## src/rtl/id_pkg.sv

```systemverilog
// Shared types for the instruction-decode stage.
// Holds the opcode/funct3/funct7 encodings, the 5-bit ALU operation code,
// the immediate-format selector, the skid-buffer occupancy states and the
// decoded control payload carried through the buffer.
// Optional feature macro used by importers: RV_M_EXT_EN (M-extension decode).
package id_pkg;

  typedef enum logic [6:0] {
    OPC_LOAD   = 7'b0000011,
    OPC_OP_IMM = 7'b0010011,
    OPC_AUIPC  = 7'b0010111,
    OPC_STORE  = 7'b0100011,
    OPC_OP     = 7'b0110011,
    OPC_LUI    = 7'b0110111,
    OPC_BRANCH = 7'b1100011,
    OPC_JALR   = 7'b1100111,
    OPC_JAL    = 7'b1101111
  } opcode_e;

  typedef enum logic [2:0] {
    F3_ADD  = 3'b000,
    F3_SLL  = 3'b001,
    F3_SLT  = 3'b010,
    F3_SLTU = 3'b011,
    F3_XOR  = 3'b100,
    F3_SR   = 3'b101,
    F3_OR   = 3'b110,
    F3_AND  = 3'b111
  } funct3_alu_e;

  typedef enum logic [2:0] {
    F3_BEQ  = 3'b000,
    F3_BNE  = 3'b001,
    F3_BLT  = 3'b100,
    F3_BGE  = 3'b101,
    F3_BLTU = 3'b110,
    F3_BGEU = 3'b111
  } funct3_br_e;

  typedef enum logic [2:0] {
    F3_MUL    = 3'b000,
    F3_MULH   = 3'b001,
    F3_MULHSU = 3'b010,
    F3_MULHU  = 3'b011,
    F3_DIV    = 3'b100,
    F3_DIVU   = 3'b101,
    F3_REM    = 3'b110,
    F3_REMU   = 3'b111
  } funct3_m_e;

  typedef enum logic [6:0] {
    F7_BASE   = 7'b0000000,
    F7_MULDIV = 7'b0000001,
    F7_ALT    = 7'b0100000
  } funct7_e;

  typedef enum logic [4:0] {
    ALU_ADD, ALU_SUB, ALU_SLL, ALU_SLT, ALU_SLTU, ALU_XOR, ALU_SRL, ALU_SRA,
    ALU_OR, ALU_AND, ALU_PASSB,
    ALU_EQ, ALU_NE, ALU_LT, ALU_GE, ALU_LTU, ALU_GEU,
    ALU_MUL, ALU_MULH, ALU_MULHSU, ALU_MULHU, ALU_DIV, ALU_DIVU, ALU_REM, ALU_REMU
  } alu_op_e;

  typedef enum logic [2:0] {
    IMM_NONE, IMM_I, IMM_S, IMM_B, IMM_U, IMM_J
  } imm_fmt_e;

  typedef enum logic [1:0] {
    BUF_EMPTY = 2'd0,
    BUF_ONE   = 2'd1,
    BUF_TWO   = 2'd2
  } buf_state_e;

  // Everything except the width-parametrised immediate and PC.
  typedef struct packed {
    logic [6:0] opcode;
    logic [2:0] funct3;
    alu_op_e    alu_op;
    logic [4:0] rd;
    logic [4:0] rs1;
    logic [4:0] rs2;
    logic       we;
    logic       is_muldiv;
    logic       illegal;
  } dec_ctrl_t;

endpackage

```

## src/rtl/id_imm_gen.sv

```systemverilog
// Combinational immediate generator.
// Ports: inst (32-bit instruction), fmt (immediate format select),
//        imm (XLEN-bit sign-extended immediate; 0 for IMM_NONE).
module id_imm_gen
  import id_pkg::*;
#(
  parameter int XLEN = 32
) (
  input  logic [31:0]     inst,
  input  imm_fmt_e        fmt,
  output logic [XLEN-1:0] imm
);

  // Size casts of signed values sign-extend to XLEN.
  always_comb begin
    imm = '0;
    case (fmt)
      IMM_I:   imm = XLEN'($signed(inst[31:20]));
      IMM_S:   imm = XLEN'($signed({inst[31:25], inst[11:7]}));
      IMM_B:   imm = XLEN'($signed({inst[31], inst[7], inst[30:25], inst[11:8], 1'b0}));
      IMM_U:   imm = XLEN'($signed({inst[31:12], 12'b0}));
      IMM_J:   imm = XLEN'($signed({inst[31], inst[19:12], inst[20], inst[30:21], 1'b0}));
      default: imm = '0;
    endcase
  end

endmodule

```

## src/rtl/id_decode_stage.sv

```systemverilog
// Instruction decode stage: combinational RV32I decode of inst_i feeding a
// 2-entry skid buffer with valid/ready handshakes on both sides.
// Ports: clk, rst_n (async active-low), flush_i (drop buffered entries),
//        in_valid_i/in_ready_o + inst_i/pc_i (upstream),
//        out_valid_o/out_ready_i + decoded payload out_* (downstream).
// Macro RV_M_EXT_EN: when defined, R-type funct7=0000001 decodes MUL..REMU;
// otherwise that encoding is illegal and out_is_muldiv_o is constant 0.
//
// state     | meaning
// BUF_EMPTY | no buffered instruction, out_valid_o=0
// BUF_ONE   | entry 0 holds the head, entry 1 free
// BUF_TWO   | both entries full, in_ready_o=0
module id_decode_stage
  import id_pkg::*;
#(
  parameter int XLEN = 32,
  parameter int PC_W = 32
) (
  input  logic            clk,
  input  logic            rst_n,
  input  logic            flush_i,
  input  logic            in_valid_i,
  output logic            in_ready_o,
  input  logic [31:0]     inst_i,
  input  logic [PC_W-1:0] pc_i,
  output logic            out_valid_o,
  input  logic            out_ready_i,
  output logic [6:0]      out_opcode_o,
  output logic [2:0]      out_funct3_o,
  output logic [4:0]      out_alu_op_o,
  output logic [4:0]      out_rd_o,
  output logic [4:0]      out_rs1_o,
  output logic [4:0]      out_rs2_o,
  output logic [XLEN-1:0] out_imm_o,
  output logic [PC_W-1:0] out_pc_o,
  output logic            out_we_o,
  output logic            out_is_muldiv_o,
  output logic            out_illegal_o
);

  dec_ctrl_t       dec_ctrl;
  imm_fmt_e        imm_fmt;
  logic [XLEN-1:0] dec_imm;
  logic            writes_rd;
  logic [2:0]      funct3;
  logic [6:0]      funct7;

  assign funct3 = inst_i[14:12];
  assign funct7 = inst_i[31:25];

  always_comb begin
    dec_ctrl        = '0;
    dec_ctrl.opcode = inst_i[6:0];
    dec_ctrl.funct3 = funct3;
    dec_ctrl.rd     = inst_i[11:7];
    dec_ctrl.rs1    = inst_i[19:15];
    dec_ctrl.rs2    = inst_i[24:20];
    dec_ctrl.alu_op = ALU_ADD;
    imm_fmt         = IMM_NONE;
    writes_rd       = 1'b0;
    case (inst_i[6:0])
      OPC_LOAD: begin
        imm_fmt   = IMM_I;
        writes_rd = 1'b1;
        if (funct3 == 3'b011 || funct3 == 3'b110 || funct3 == 3'b111)
          dec_ctrl.illegal = 1'b1;
      end
      OPC_STORE: begin
        imm_fmt = IMM_S;
        if (funct3 >= 3'b011) dec_ctrl.illegal = 1'b1;
      end
      OPC_BRANCH: begin
        imm_fmt = IMM_B;
        case (funct3)
          F3_BEQ:  dec_ctrl.alu_op = ALU_EQ;
          F3_BNE:  dec_ctrl.alu_op = ALU_NE;
          F3_BLT:  dec_ctrl.alu_op = ALU_LT;
          F3_BGE:  dec_ctrl.alu_op = ALU_GE;
          F3_BLTU: dec_ctrl.alu_op = ALU_LTU;
          F3_BGEU: dec_ctrl.alu_op = ALU_GEU;
          default: dec_ctrl.illegal = 1'b1;
        endcase
      end
      OPC_JALR: begin
        imm_fmt   = IMM_I;
        writes_rd = 1'b1;
        if (funct3 != 3'b000) dec_ctrl.illegal = 1'b1;
      end
      OPC_JAL: begin
        imm_fmt   = IMM_J;
        writes_rd = 1'b1;
      end
      OPC_LUI: begin
        imm_fmt         = IMM_U;
        writes_rd       = 1'b1;
        dec_ctrl.alu_op = ALU_PASSB;
      end
      OPC_AUIPC: begin
        imm_fmt   = IMM_U;
        writes_rd = 1'b1;
      end
      OPC_OP_IMM: begin
        imm_fmt   = IMM_I;
        writes_rd = 1'b1;
        case (funct3)
          F3_ADD:  dec_ctrl.alu_op = ALU_ADD;
          F3_SLL: begin
            dec_ctrl.alu_op = ALU_SLL;
            if (funct7 != F7_BASE) dec_ctrl.illegal = 1'b1;
          end
          F3_SLT:  dec_ctrl.alu_op = ALU_SLT;
          F3_SLTU: dec_ctrl.alu_op = ALU_SLTU;
          F3_XOR:  dec_ctrl.alu_op = ALU_XOR;
          F3_SR: begin
            if (funct7 == F7_BASE)     dec_ctrl.alu_op = ALU_SRL;
            else if (funct7 == F7_ALT) dec_ctrl.alu_op = ALU_SRA;
            else                       dec_ctrl.illegal = 1'b1;
          end
          F3_OR:   dec_ctrl.alu_op = ALU_OR;
          default: dec_ctrl.alu_op = ALU_AND;
        endcase
      end
      OPC_OP: begin
        writes_rd = 1'b1;
        if (funct7 == F7_BASE) begin
          case (funct3)
            F3_ADD:  dec_ctrl.alu_op = ALU_ADD;
            F3_SLL:  dec_ctrl.alu_op = ALU_SLL;
            F3_SLT:  dec_ctrl.alu_op = ALU_SLT;
            F3_SLTU: dec_ctrl.alu_op = ALU_SLTU;
            F3_XOR:  dec_ctrl.alu_op = ALU_XOR;
            F3_SR:   dec_ctrl.alu_op = ALU_SRL;
            F3_OR:   dec_ctrl.alu_op = ALU_OR;
            default: dec_ctrl.alu_op = ALU_AND;
          endcase
        end else if (funct7 == F7_ALT && funct3 == F3_ADD) begin
          dec_ctrl.alu_op = ALU_SUB;
        end else if (funct7 == F7_ALT && funct3 == F3_SR) begin
          dec_ctrl.alu_op = ALU_SRA;
`ifdef RV_M_EXT_EN
        end else if (funct7 == F7_MULDIV) begin
          dec_ctrl.is_muldiv = 1'b1;
          case (funct3)
            F3_MUL:    dec_ctrl.alu_op = ALU_MUL;
            F3_MULH:   dec_ctrl.alu_op = ALU_MULH;
            F3_MULHSU: dec_ctrl.alu_op = ALU_MULHSU;
            F3_MULHU:  dec_ctrl.alu_op = ALU_MULHU;
            F3_DIV:    dec_ctrl.alu_op = ALU_DIV;
            F3_DIVU:   dec_ctrl.alu_op = ALU_DIVU;
            F3_REM:    dec_ctrl.alu_op = ALU_REM;
            default:   dec_ctrl.alu_op = ALU_REMU;
          endcase
`endif
        end else begin
          dec_ctrl.illegal = 1'b1;
        end
      end
      default: dec_ctrl.illegal = 1'b1;
    endcase
    // Illegal instructions still flow downstream but must have no side effects.
    dec_ctrl.we        = writes_rd && (inst_i[11:7] != 5'd0) && !dec_ctrl.illegal;
    dec_ctrl.is_muldiv = dec_ctrl.is_muldiv && !dec_ctrl.illegal;
  end

  id_imm_gen #(.XLEN(XLEN)) u_imm_gen (
    .inst (inst_i),
    .fmt  (imm_fmt),
    .imm  (dec_imm)
  );

  buf_state_e      state_q, state_d;
  logic            in_ready_q, in_ready_d;
  dec_ctrl_t       ctrl_q [2];
  logic [XLEN-1:0] imm_q  [2];
  logic [PC_W-1:0] pc_q   [2];
  logic            accept, emit, load_head, load_tail, shift_tail;

  assign accept = in_valid_i && in_ready_q;
  assign emit   = (state_q != BUF_EMPTY) && out_ready_i;

  always_comb begin
    state_d    = state_q;
    load_head  = 1'b0;
    load_tail  = 1'b0;
    shift_tail = 1'b0;
    case (state_q)
      BUF_EMPTY: begin
        if (accept) begin
          state_d   = BUF_ONE;
          load_head = 1'b1;
        end
      end
      BUF_ONE: begin
        if (accept && emit) begin
          load_head = 1'b1;
        end else if (accept) begin
          state_d   = BUF_TWO;
          load_tail = 1'b1;
        end else if (emit) begin
          state_d = BUF_EMPTY;
        end
      end
      BUF_TWO: begin
        // in_ready_o is low here, so only a drain is possible.
        if (emit) begin
          state_d    = BUF_ONE;
          shift_tail = 1'b1;
        end
      end
      default: state_d = BUF_EMPTY;
    endcase
    if (flush_i) state_d = BUF_EMPTY;
    in_ready_d = (state_d != BUF_TWO);
  end

  always_ff @(posedge clk or negedge rst_n) begin
    if (!rst_n) begin
      state_q    <= BUF_EMPTY;
      in_ready_q <= 1'b0;
    end else begin
      state_q    <= state_d;
      in_ready_q <= in_ready_d;
    end
  end

  always_ff @(posedge clk or negedge rst_n) begin
    if (!rst_n) begin
      for (int i = 0; i < 2; i++) begin
        ctrl_q[i] <= '0;
        imm_q[i]  <= '0;
        pc_q[i]   <= '0;
      end
    end else begin
      if (load_head) begin
        ctrl_q[0] <= dec_ctrl;
        imm_q[0]  <= dec_imm;
        pc_q[0]   <= pc_i;
      end else if (shift_tail) begin
        ctrl_q[0] <= ctrl_q[1];
        imm_q[0]  <= imm_q[1];
        pc_q[0]   <= pc_q[1];
      end
      if (load_tail) begin
        ctrl_q[1] <= dec_ctrl;
        imm_q[1]  <= dec_imm;
        pc_q[1]   <= pc_i;
      end
    end
  end

  assign in_ready_o      = in_ready_q;
  assign out_valid_o     = (state_q != BUF_EMPTY);
  assign out_opcode_o    = ctrl_q[0].opcode;
  assign out_funct3_o    = ctrl_q[0].funct3;
  assign out_alu_op_o    = ctrl_q[0].alu_op;
  assign out_rd_o        = ctrl_q[0].rd;
  assign out_rs1_o       = ctrl_q[0].rs1;
  assign out_rs2_o       = ctrl_q[0].rs2;
  assign out_imm_o       = imm_q[0];
  assign out_pc_o        = pc_q[0];
  assign out_we_o        = ctrl_q[0].we;
  assign out_is_muldiv_o = ctrl_q[0].is_muldiv;
  assign out_illegal_o   = ctrl_q[0].illegal;

endmodule
```

## config.mk

```make
export PLATFORM = sky130hd
export DESIGN_NAME = id_decode_stage
export DESIGN_NICKNAME = d
export VERILOG_FILES = /design/src/rtl/id_pkg.sv /design/src/rtl/id_imm_gen.sv /design/src/rtl/id_decode_stage.sv
export SDC_FILE = /design/constraint.sdc
export NUM_CORES = 1
export LEC_CHECK = 0
export CORE_AREA = 2 2 193 195
export CTS_BUF_LIST = sky130_fd_sc_hd__clkbuf_8
export CTS_CLUSTER_SIZE = 20
export DETAILED_ROUTE_END_ITERATION = 6
export DIE_AREA = 0 0 195 197
export GPL_TIMING_DRIVEN = 0
export PLACE_DENSITY_LB_ADDON = 0.2
export SKIP_CTS_REPAIR_TIMING = 1
export SLEW_MARGIN = 20
export SYNTH_ARGS = -nofsm -noshare
export SYNTH_HDL_FRONTEND = slang
export SYNTH_SLANG_ARGS = --single-unit
```

## constraint.sdc

```tcl
create_clock -name clk -period 4.88 [get_ports clk]
set_clock_uncertainty 0.1 [all_clocks]
set_input_delay 1.464 -clock clk [delete_from_list [all_inputs] [get_ports clk]]
set_output_delay 1.464 -clock clk [all_outputs]
set_load 0.02 [all_outputs]
```

Word level (Yosys, flattened, before mapping)
Cells that the tools add are included.
- order comparisons: 1
- reductions and logical operators: 23
- muxes and demuxes: 44
- equal/unequal tests: 25
- operators with widths (cell ; number):
    $pmux 32 s5 ; 1
    $mux 32 ; 4
    $mux 33 ; 2
    $pmux 4 s7 ; 2
    $pmux 5 s6 ; 1
    $eq 7x6->1 const B ; 4
    $eq 7x7->1 const B ; 3
    $pmux 5 s4 ; 1
    $eq 3x3->1 const B ; 6
    $mux 1 ; 17
    $pmux 3 s5 ; 1
    $eq 7x5->1 const B ; 2
    $eq 3x2->1 const B ; 4
    $mux 2 ; 6
    $mux 3 ; 4
    $eq 7x2->1 const B ; 1
    $logic_and 1x1->1 ; 7
    $logic_not 7->1 ; 1
    $pmux 1 s7 ; 1
    $reduce_bool 7->1 ; 1
    $reduce_or 7->1 ; 1
    $eq 3x1->1 const B ; 2
    $pmux 2 s3 ; 1
    $reduce_or 3->1 ; 2
    other kinds (15) ; 18
- output and inout bits: 99
- word-level logic and storage cells: 116
- register bits after elaboration: 196

Depth between registers and ports, before layout
Gate-level depths: netlist of the first run.
- depth in word-level cells: 9
- depth in mapped cells: 8

Hierarchy
A second synthesis of the first run with hierarchy kept.
- cells, all modules: 1086
- area, all modules: 9470.3 µm²
- modules (own cells, without submodules) (module ; instances ; area an instance (µm²) ; cells each ; seq. area each (µm²)):
    id_decode_stage ; 1 ; 9080.0 ; 1020 ; 4879.7
    id_imm_gen ; 1 ; 390.4 ; 66 ; 0.0

Least setup slack after synthesis of the first run
No wires, ideal clock.
- path kind: input to register
- start point: input port inst_i[2]
- end point: register imm_q, in the netlist out_imm_o[10]
- library setup time: 126 ps
- data required time: 4654 ps
- path buffers: 2
- data arrival time: 2749 ps
- stages: 7
- path slack: 1906 ps
- path through: buf_2 > nand2b_1 > a32oi_2 > o21bai_1 > and2_1 > buf_2 > a221o_1
- word-level cells in the longest chain between the ends: 6
- elaborated cells between the ends (all ways): 18
- RTL lines (element ; RTL line ; text):
    from (decl) ; id_decode_stage.sv:24 ; input logic [31:0] inst_i,
    $eq 7x5->1, or another cell as far along ; id_decode_stage.sv:61 ; case (inst_i[6:0])
    $reduce_or 3->1 (no source line) / $reduce_or 2->1 (equally long branches) ; -- ;
    $pmux 3 s5 (*) ; id_decode_stage.sv:61 ;
    $eq 3x3->1, or another cell as far along ; id_imm_gen.sv:17 ; case (fmt)
    $pmux 32 s5 (*) ; id_imm_gen.sv:17 ;
    $mux 32 (*) ; id_decode_stage.sv:234 ; if (load_head) begin
    to (decl) ; id_decode_stage.sv:174 ; logic [XLEN-1:0] imm_q [2];
Every way passes the cells marked *; elsewhere a longest branch is shown, timed or not.
A chain may end at the register's enable or synchronous reset.

Worst setup path in the final report of the first run
- start point: input port out_ready_i
- end point: register imm_q[19] (netlist name)
- word-level cells in the longest chain between the ends: 4
- RTL lines (element ; RTL line ; text):
    from (decl) ; id_decode_stage.sv:27 ; input logic out_ready_i,
    $logic_and 1x1->1 ; id_decode_stage.sv:179 ; assign emit = (state_q != BUF_EMPTY) && out_ready_i;
    $logic_and 1x1->1 ; id_decode_stage.sv:194 ; if (accept && emit) begin
    $mux 1 ; id_decode_stage.sv:194 ;
    $mux 1 ; id_decode_stage.sv:186 ; case (state_q)
No other way between the ends.

==> results, run 1 <==
- The tightest min-delay check is of the reg2reg type.
- The worst slack after detailed placement is 921 ps.
- The congestion estimate from routability-driven global placement came to 0.863.
- Setup slack on the critical path of the routed design comes to 1360 ps.
- The net switching fraction of the power is 0.324.
- The count of nets left with antenna violations once routing finished came out at 0.
- The floorplan has 70 rows.
- The count of final max-slew check failures is 0.
- The total area inside the core boundary comes to 36300 µm².
- The maximum clock rate is 0.284 GHz.
- Data on the critical path is required at its endpoint by 5180 ps.
- Subtracting the final worst setup slack from the clock period gives 3520 ps.
- Counting every net in the synthesized netlist gives 1090.
- Setup repair after global routing left no endpoint under its margin.
- The maximum VDD drop is 0.157 mV.
- The fraction of power consumed by the clock network is 0.262.
- The internal power of the cells totals 2.68 mW.
- The area added between synthesis and finish is 27.9%.
- The number of failing hold endpoints at the final stage is 0.
- The deepest clock path buffer count is 2.
- For this run, asynchronously set or reset flops after synthesis account for 1.00.
- At the pin with the least slew margin, the transition time is 873 ps.
- After the first detailed-routing iteration, the DRC count stood at 509.
- The routed wire length is 29500 µm.
- Dividing the detail-routed wire length by the instance count gives 17.5 µm.
- Yosys instantiated no cell more often than sky130_fd_sc_hd__nand2_1.
- The share of total power in sequential cells is 0.503.
- The post-synthesis sequential area ratio is 0.522.
- sky130_fd_sc_hd__dfrtp_1 takes more of the synthesized area than any other cell.
- The synthesized area per cell is 9.15 µm².
- Final hold analysis gives a worst-case slack of 384 ps.
- The floorplan step defined a die boundary enclosing 38400 µm².
- Summed over all cells, the static leakage comes to 5.63 nW.
- Counting tap cells, the placed design contains a total of 1650 instances.
- In this run the horizontal extent of the chip is 195 µm.
- The run finished with clean final reports.
- STA puts the critical path data arrival time at 3810 ps.
- The net switching power is 1.28 mW.
- The number of buffers added on ports is 159.
- In the final layout, the share of cells above drive strength 1 is 0.135.
- Across all layers, the routed design uses 7744 vias.
- In this run, synthesis produced a sequential element count of 195.
- The cell area that synthesis handed to floorplanning was 9350 µm².
- The Yosys warning count is 0.
- After clock tree synthesis, the clock-pin slew on the worst setup and hold paths is 110 ps.
- Setup violations remaining at the end of the flow were counted as 0.
- Counting the fill cells in the layout gives 3847.
- The number of buffers created by CTS is 17.
- The largest net degree at the start of global routing is 93.
- The share of total power dissipated in combinational logic is 0.235.
- Summed over all nets, the half-perimeter wirelength after detailed placement is 21400 µm.
- At the later pin of the worst-skew pair, clock insertion delay measures 480 ps.
- Counting distinct cell types in the post-synthesis netlist gives 63.
- The final core utilization is 0.330.
- The layout net count is 1270.
- The type of the worst setup path is in2reg.
- The pre-antenna-repair detailed-routing pass consisted of 7 iterations.
- The maximum fanout encountered on the critical timing path is 10.
- The total I/O pin count is 168.
- The initial core utilization is 0.258.
- In this run the cell area measured after placement is 11600 µm².
- The number of global-route vias before repair was 7719.
- By area the synthesized netlist is led by sky130_fd_sc_hd__dfrtp_1 52%, sky130_fd_sc_hd__nand2_1 13%, sky130_fd_sc_hd__buf_4 7.6%.
- Global routing finished with a remaining overflow of 0.
- The count of flip-flops with a built-in enable after synthesis is 0.
- Synthesis produced 1021 cells.
- The number of clock sinks is 195.
- The worst setup path is launched from an input pin.
- The ratio of final minimum period to clock period is 0.721.
- The via density per instance is 4.60.
- The share of synthesized area in the top cell type comes to 0.522.
- The completed layout was analyzed and its total power is 3.97 mW.
- For this run, the total global-route usage over all layers was measured as 0.157.
- The most instantiated flip-flop cell in the synthesis netlist is sky130_fd_sc_hd__dfrtp_1.
- The finished layout holds 1683 standard cells, fillers aside.
- The TritonCTS clock tree is done.
- The tree is rooted in a sky130_fd_sc_hd__clkbuf_8.
- Max-cap violations in this run came to 0.
- By count the netlist is led by 336 x sky130_fd_sc_hd__nand2_1, 195 x sky130_fd_sc_hd__dfrtp_1, 95 x sky130_fd_sc_hd__buf_4.
- The DRC violation count after routing is 0.
- Headroom to the max-slew limit came out at 0.418.
- The number of H-tree levels is 4.
- The finished cells cover 12000 µm².
- The die height is 197 µm.
- After routing, the total negative slack on setup checks comes to 0 ps.
- Power spread over the standard cell area amounts to 332 nW/µm².
- The element type at the critical path end is a register.
- The number of antenna violations at the first check in global routing is 1.
- The wire length of the first global-routing pass is 46300 µm.
-- state kept, by name, indices dropped and copies added, names as in the netlist --
| register | flops |
|---|---|
| ctrl_q | 32 |
| imm_q | 32 |
| out_imm_o | 32 |
| out_pc_o | 32 |
| pc_q | 32 |
| out_opcode_o | 7 |
| out_alu_op_o | 5 |
| out_rd_o | 5 |
| out_rs1_o | 5 |
| out_rs2_o | 5 |
| out_funct3_o | 3 |
| state_q | 2 |
| in_ready_o | 1 |
| out_illegal_o | 1 |
| out_we_o | 1 |
-- layer usage --
layer,share of wire,vias to the layer above,GRT usage
li1,-,3744,-
met1,0.50,3756,0.231
met2,0.44,216,0.233
met3,0.046,28,0.0332
met4,0.017,0,0.0421
met5,0,-,0
-- path summary, 6_finish.rpt --
check / cells past startpoint / from / slack (ps) / end
setup / recovery: 7 / out_ready_i / 1360 / imm_q[19]
hold / removal: 2 / out_pc_o[5] / 380 / out_pc_o[5]
setup reg to reg: 7 / in_ready_o / 2390 / imm_q[19]
hold reg to reg: 2 / out_pc_o[5] / 380 / out_pc_o[5]
max in group asynchronous: 2 / rst_n / 3160 / imm_q[18]
min in group asynchronous: 1 / rst_n / 750 / out_pc_o[13]
-- final cells by class --
| class | instances | area, µm² | share of cell area |
|---|---|---|---|
| well taps | 468 | 586 | 0.0490 |
| multi-input cells | 654 | 3440 | 0.288 |
| inverters | 4 | 15.0 | 0.00126 |
| clock buffers | 17 | 234 | 0.0196 |
| plain buffers | 168 | 1010 | 0.0843 |
| repair buffers | 161 | 1650 | 0.138 |
| diodes | 1 | 2.50 | 0.000209 |
| clock inverters | 15 | 138 | 0.0115 |
| flip-flops and latches | 195 | 4880 | 0.408 |
-- worst max-delay path: stages --
cell and delay, ps:
sky130_fd_sc_hd__clkdlybuf4s50_1 570, sky130_fd_sc_hd__nor2b_1 120, sky130_fd_sc_hd__nand2_1 180, sky130_fd_sc_hd__clkbuf_1 690, sky130_fd_sc_hd__clkbuf_1 560, sky130_fd_sc_hd__nand2_1 120, sky130_fd_sc_hd__o21ai_0 100
-- power by group through the flow --
stage,clock network (mW),logic (mW),registers [mW]
global placement,0,0.926,2.03
detailed placement,0,0.942,2.03
finish,1.04,0.932,2.00
global route,1.15,1.03,2.03
CTS,1.09,0.946,2.00
floorplan,0,0.555,1.99
-- cell usage in the layout (no fill, tap or decap), drive strengths merged, types with 5 or more instances in the layout --
cell | synthesis | routed
nor3 | 6 | 6
a22oi | 68 | 68
dfrtp | 195 | 195
and3 | 23 | 23
inv | 4 | 14
nor2b | 7 | 7
a221o | 8 | 8
buf | 123 | 126
nand2 | 336 | 336
clkbuf | 45 | 62
a22o | 7 | 7
o31ai | 5 | 5
clkdlybuf4s50 | 0 | 158
a222oi | 11 | 11
nor2 | 24 | 24
a21oi | 42 | 42
nand2b | 5 | 5
o21ai | 43 | 43
-- logic make-up after synthesis --
family | count (synthesis) | synth area share
AO/OA/AOI/OAI | 210 | 0.155
XOR/XNOR | 3 | 0.00281
buffers and inverters | 172 | 0.110
flip-flops | 195 | 0.522
multiplexers | 6 | 0.00696
other | 1 | 0.000401
AND/OR/NAND/NOR | 434 | 0.204
(Power assumes the default switching activity.)
==> run 2: changes to the inputs <==
clock period = 3.1 ns   (was 4.88 ns; I/O delays follow)
==> run 2 against run 1 <==
Compared with the run above: die area did not move; core utilization barely moved; setup slack got worse by 1200 ps; first-iteration DRC count rose by 1.2%; cell count did not move; sequential power rose by 57%; sequential share of layout area barely moved; total power rose by 57%; critical path type unchanged; critical endpoint unchanged; largest cell class unchanged; highest routed layer unchanged.
==> results, run 2 (synthesis results as in run 1) <==
- The flow ran to the end, and the final reports show no timing, DRC or antenna violations.
- The number of failing hold endpoints at the final stage was 0 (unchanged).
- The design area is 12000 µm² (about the same).
- The final weighted congestion in routability-driven placement came to 0.863 (unchanged).
- Broken down by cell family, the worst path's largest delay share belongs to buffers and inverters.
- STA classifies the critical path endpoint as a register.
- The overall power consumption is 6.25 mW (+57%).
- In this run the critical register-to-register path is captured at imm_q[19].
- The placed wire-length estimate after detailed placement was 21400 µm (unchanged).
- The die height was 197 µm (unchanged).
- The max-capacitance violation count is 0 (unchanged).
- The wire length of the first global-routing pass is 46300 µm (unchanged).
- The ratio of final minimum period to clock period is 0.959.
- The total placed instance area is 11600 µm² (unchanged).
- The worst setup slack after layout is 128 ps (-1230 ps).
- The maximum fanout encountered on the critical timing path is 10 (unchanged).
- The worst slack after detailed placement was -325 ps (-1250 ps).
- The worst hold slack after final layout was 212 ps (-172 ps).
- The highest routing layer actually used is met4.
- The library cell used most frequently in the layout, excluding fill and tap cells, is sky130_fd_sc_hd__nand2_1.
- The area added between synthesis and finish is 28.0% (about the same).
- The relative slew slack is 0.426 (+0.00846).
- The TritonCTS clock tree is done.
- The power per cell area is 522 nW/µm² (+57%).
- The count of final max-slew check failures is 0 (unchanged).
- The critical path required time came to 3400 ps (-1780 ps).
- The number of clock sinks was 195 (unchanged).
- The largest net degree at the start of global routing came to 93 (unchanged).
- The initial core utilization is 0.258 (unchanged).
- The peak per-stage delay on the critical path is 680 ps (about the same).
- The DRC violation count after routing is 0 (unchanged).
- The number of buffers created by CTS is 17 (unchanged).
- The residual antenna-violating net count after detailed routing was 0 (unchanged).
- The worst reg-to-reg setup slack is 620 ps (-1770 ps).
- The number of buffers added on ports is 159 (unchanged).
- The iteration count of the initial detailed-routing pass is 6 (-1).
- The total I/O pin count was 168 (unchanged).
- The startpoint kind of the worst setup timing path is an input pin.
- The number of antenna violations at the first check in global routing is 1 (unchanged).
- The number of setup violations in the final report is 0 (unchanged).
- The maximum VDD drop was 0.247 mV (+58%).
- The number of cell instances on the worst register-to-register path is 7 (unchanged).
- The actual transition at the worst max-transition pin came to 860 ps (-12.7 ps).
- The startpoint of the worst setup timing path is out_ready_i.
- The number of DRC markers in iteration 0 is 515 (+1.2%).
- The classification of the worst-slack hold path is in2async.
- The die extent in x is 195 µm (unchanged).
- The overflow left after global routing is 0 (unchanged).
- The number of placed cells counting well taps is 1650 (unchanged).
- The count of standard-cell rows is 70 (unchanged).
- The arrival time of the worst setup path is 3270 ps (-540 ps).
- The deepest clock path buffer count came to 2 (unchanged).
- Traced cell by cell, the critical path runs through clkdlybuf4s50_1 > nor2b_1 > nand2_1 > clkbuf_1 > clkbuf_1 > nand2_1 > o21ai_0.
- The routed length on met3 is 1370 µm (+0.89%).
- The die outline area is 38400 µm² (unchanged).
- The number of cells on the critical path is 7 (unchanged).
- In the layout the commonest cells are 336 x sky130_fd_sc_hd__nand2_1, 195 x sky130_fd_sc_hd__dfrtp_1, 158 x sky130_fd_sc_hd__clkdlybuf4s50_1, 95 x sky130_fd_sc_hd__buf_4, 68 x sky130_fd_sc_hd__a22oi_1.
- The startpoint of the lowest-slack register-to-register path is in_ready_o.
- The layout net count came to 1270 (unchanged).
- The non-filler instance count after layout is 1683 (unchanged).
- The detailed-route via count is 7733 (-0.14%).
- The routed wire length is 29500 µm (about the same).
- The wire length per cell was 17.5 µm (about the same).
- The type of the worst setup path is in2reg.
- The number of global-route vias before repair came to 7719 (unchanged).
- The static leakage came to 5.64 nW (about the same).
- The number of H-tree levels is 4 (unchanged).
- The placeable core region is 36300 µm² (unchanged).
- In this run the worst setup path terminates at imm_q[19].
- The final critical path time including I/O delays and setup is 2970 ps.
- The clock latency of the later-clocked register in the worst-skew pair was 480 ps (about the same).
- The routed length on met2 is 13000 µm (-0.14%).
- The share of post-route cells with drive strength above 1 is 0.136 (+0.000824).
- The clock transition time at the flip-flop clock pins of the worst setup and hold paths is 110 ps (about the same).
- Timing would allow up to 0.336 GHz.
- The via density per instance is 4.59 (-0.14%).
- Among all stages on the critical path, the largest delay is contributed by sky130_fd_sc_hd__clkbuf_1.
- In this run the clock root is driven by a sky130_fd_sc_hd__clkbuf_8.
- The aggregate global-route resource usage was 0.157 (unchanged).
- The wire length the detailed router placed on met1 is 14700 µm (about the same).
- The combined buffer and inverter count along the critical path was 3 (unchanged).
- Setup repair after global routing left no endpoint under its margin.
## run 2: stage by stage
stage	util	setup TNS, ps
2_1_floorplan	-	0
3_3_place_gp	0.318	-1561360
3_5_place_dp	0.319	-35140
4_1_cts	0.330	0
5_1_grt	0.330	0
6_report	0.330	0
## run 2: final cells by class
type	instances	area, µm²
Sequential cell	195	4880
Fill cell	3848	24300
Inverter	4	15.0
Clock buffer	17	234
Timing Repair Buffer	161	1650
Buffer	168	1010
Tap cell	468	586
Antenna cell	1	2.50
Multi-Input combinational cell	654	3440
Clock inverter	15	138
## run 2: how the worst min path moves through the flow
stage / depth (start not counted) / endpoint / start / slack, ps
3_5_place_dp: 2 / pc_q[28] / pc_q[28] / 360
2_1_floorplan: 2 / ctrl_q[2] / ctrl_q[2] / 340
3_3_place_gp: 2 / pc_q[30] / pc_q[30] / 360
5_1_grt: 1 / out_pc_o[13] / rst_n / 190
4_1_cts: 1 / pc_q[30] / rst_n / 180
6_report: 1 / out_pc_o[13] / rst_n / 210
## run 2: power by group
group          switching, mW  leakage, nW  internal (mW)
sequential             0.212         2.50           2.93
clock                   1.04        0.188          0.596
combinational          0.770         2.95          0.698
total                   2.02         5.64           4.22
## run 2: layer usage
metal / global-route usage / up-vias
met5: 0 / -
met4: 0.0421 / 0
met3: 0.0332 / 28
met2: 0.233 / 212
met1: 0.231 / 3751
li1: - / 3742
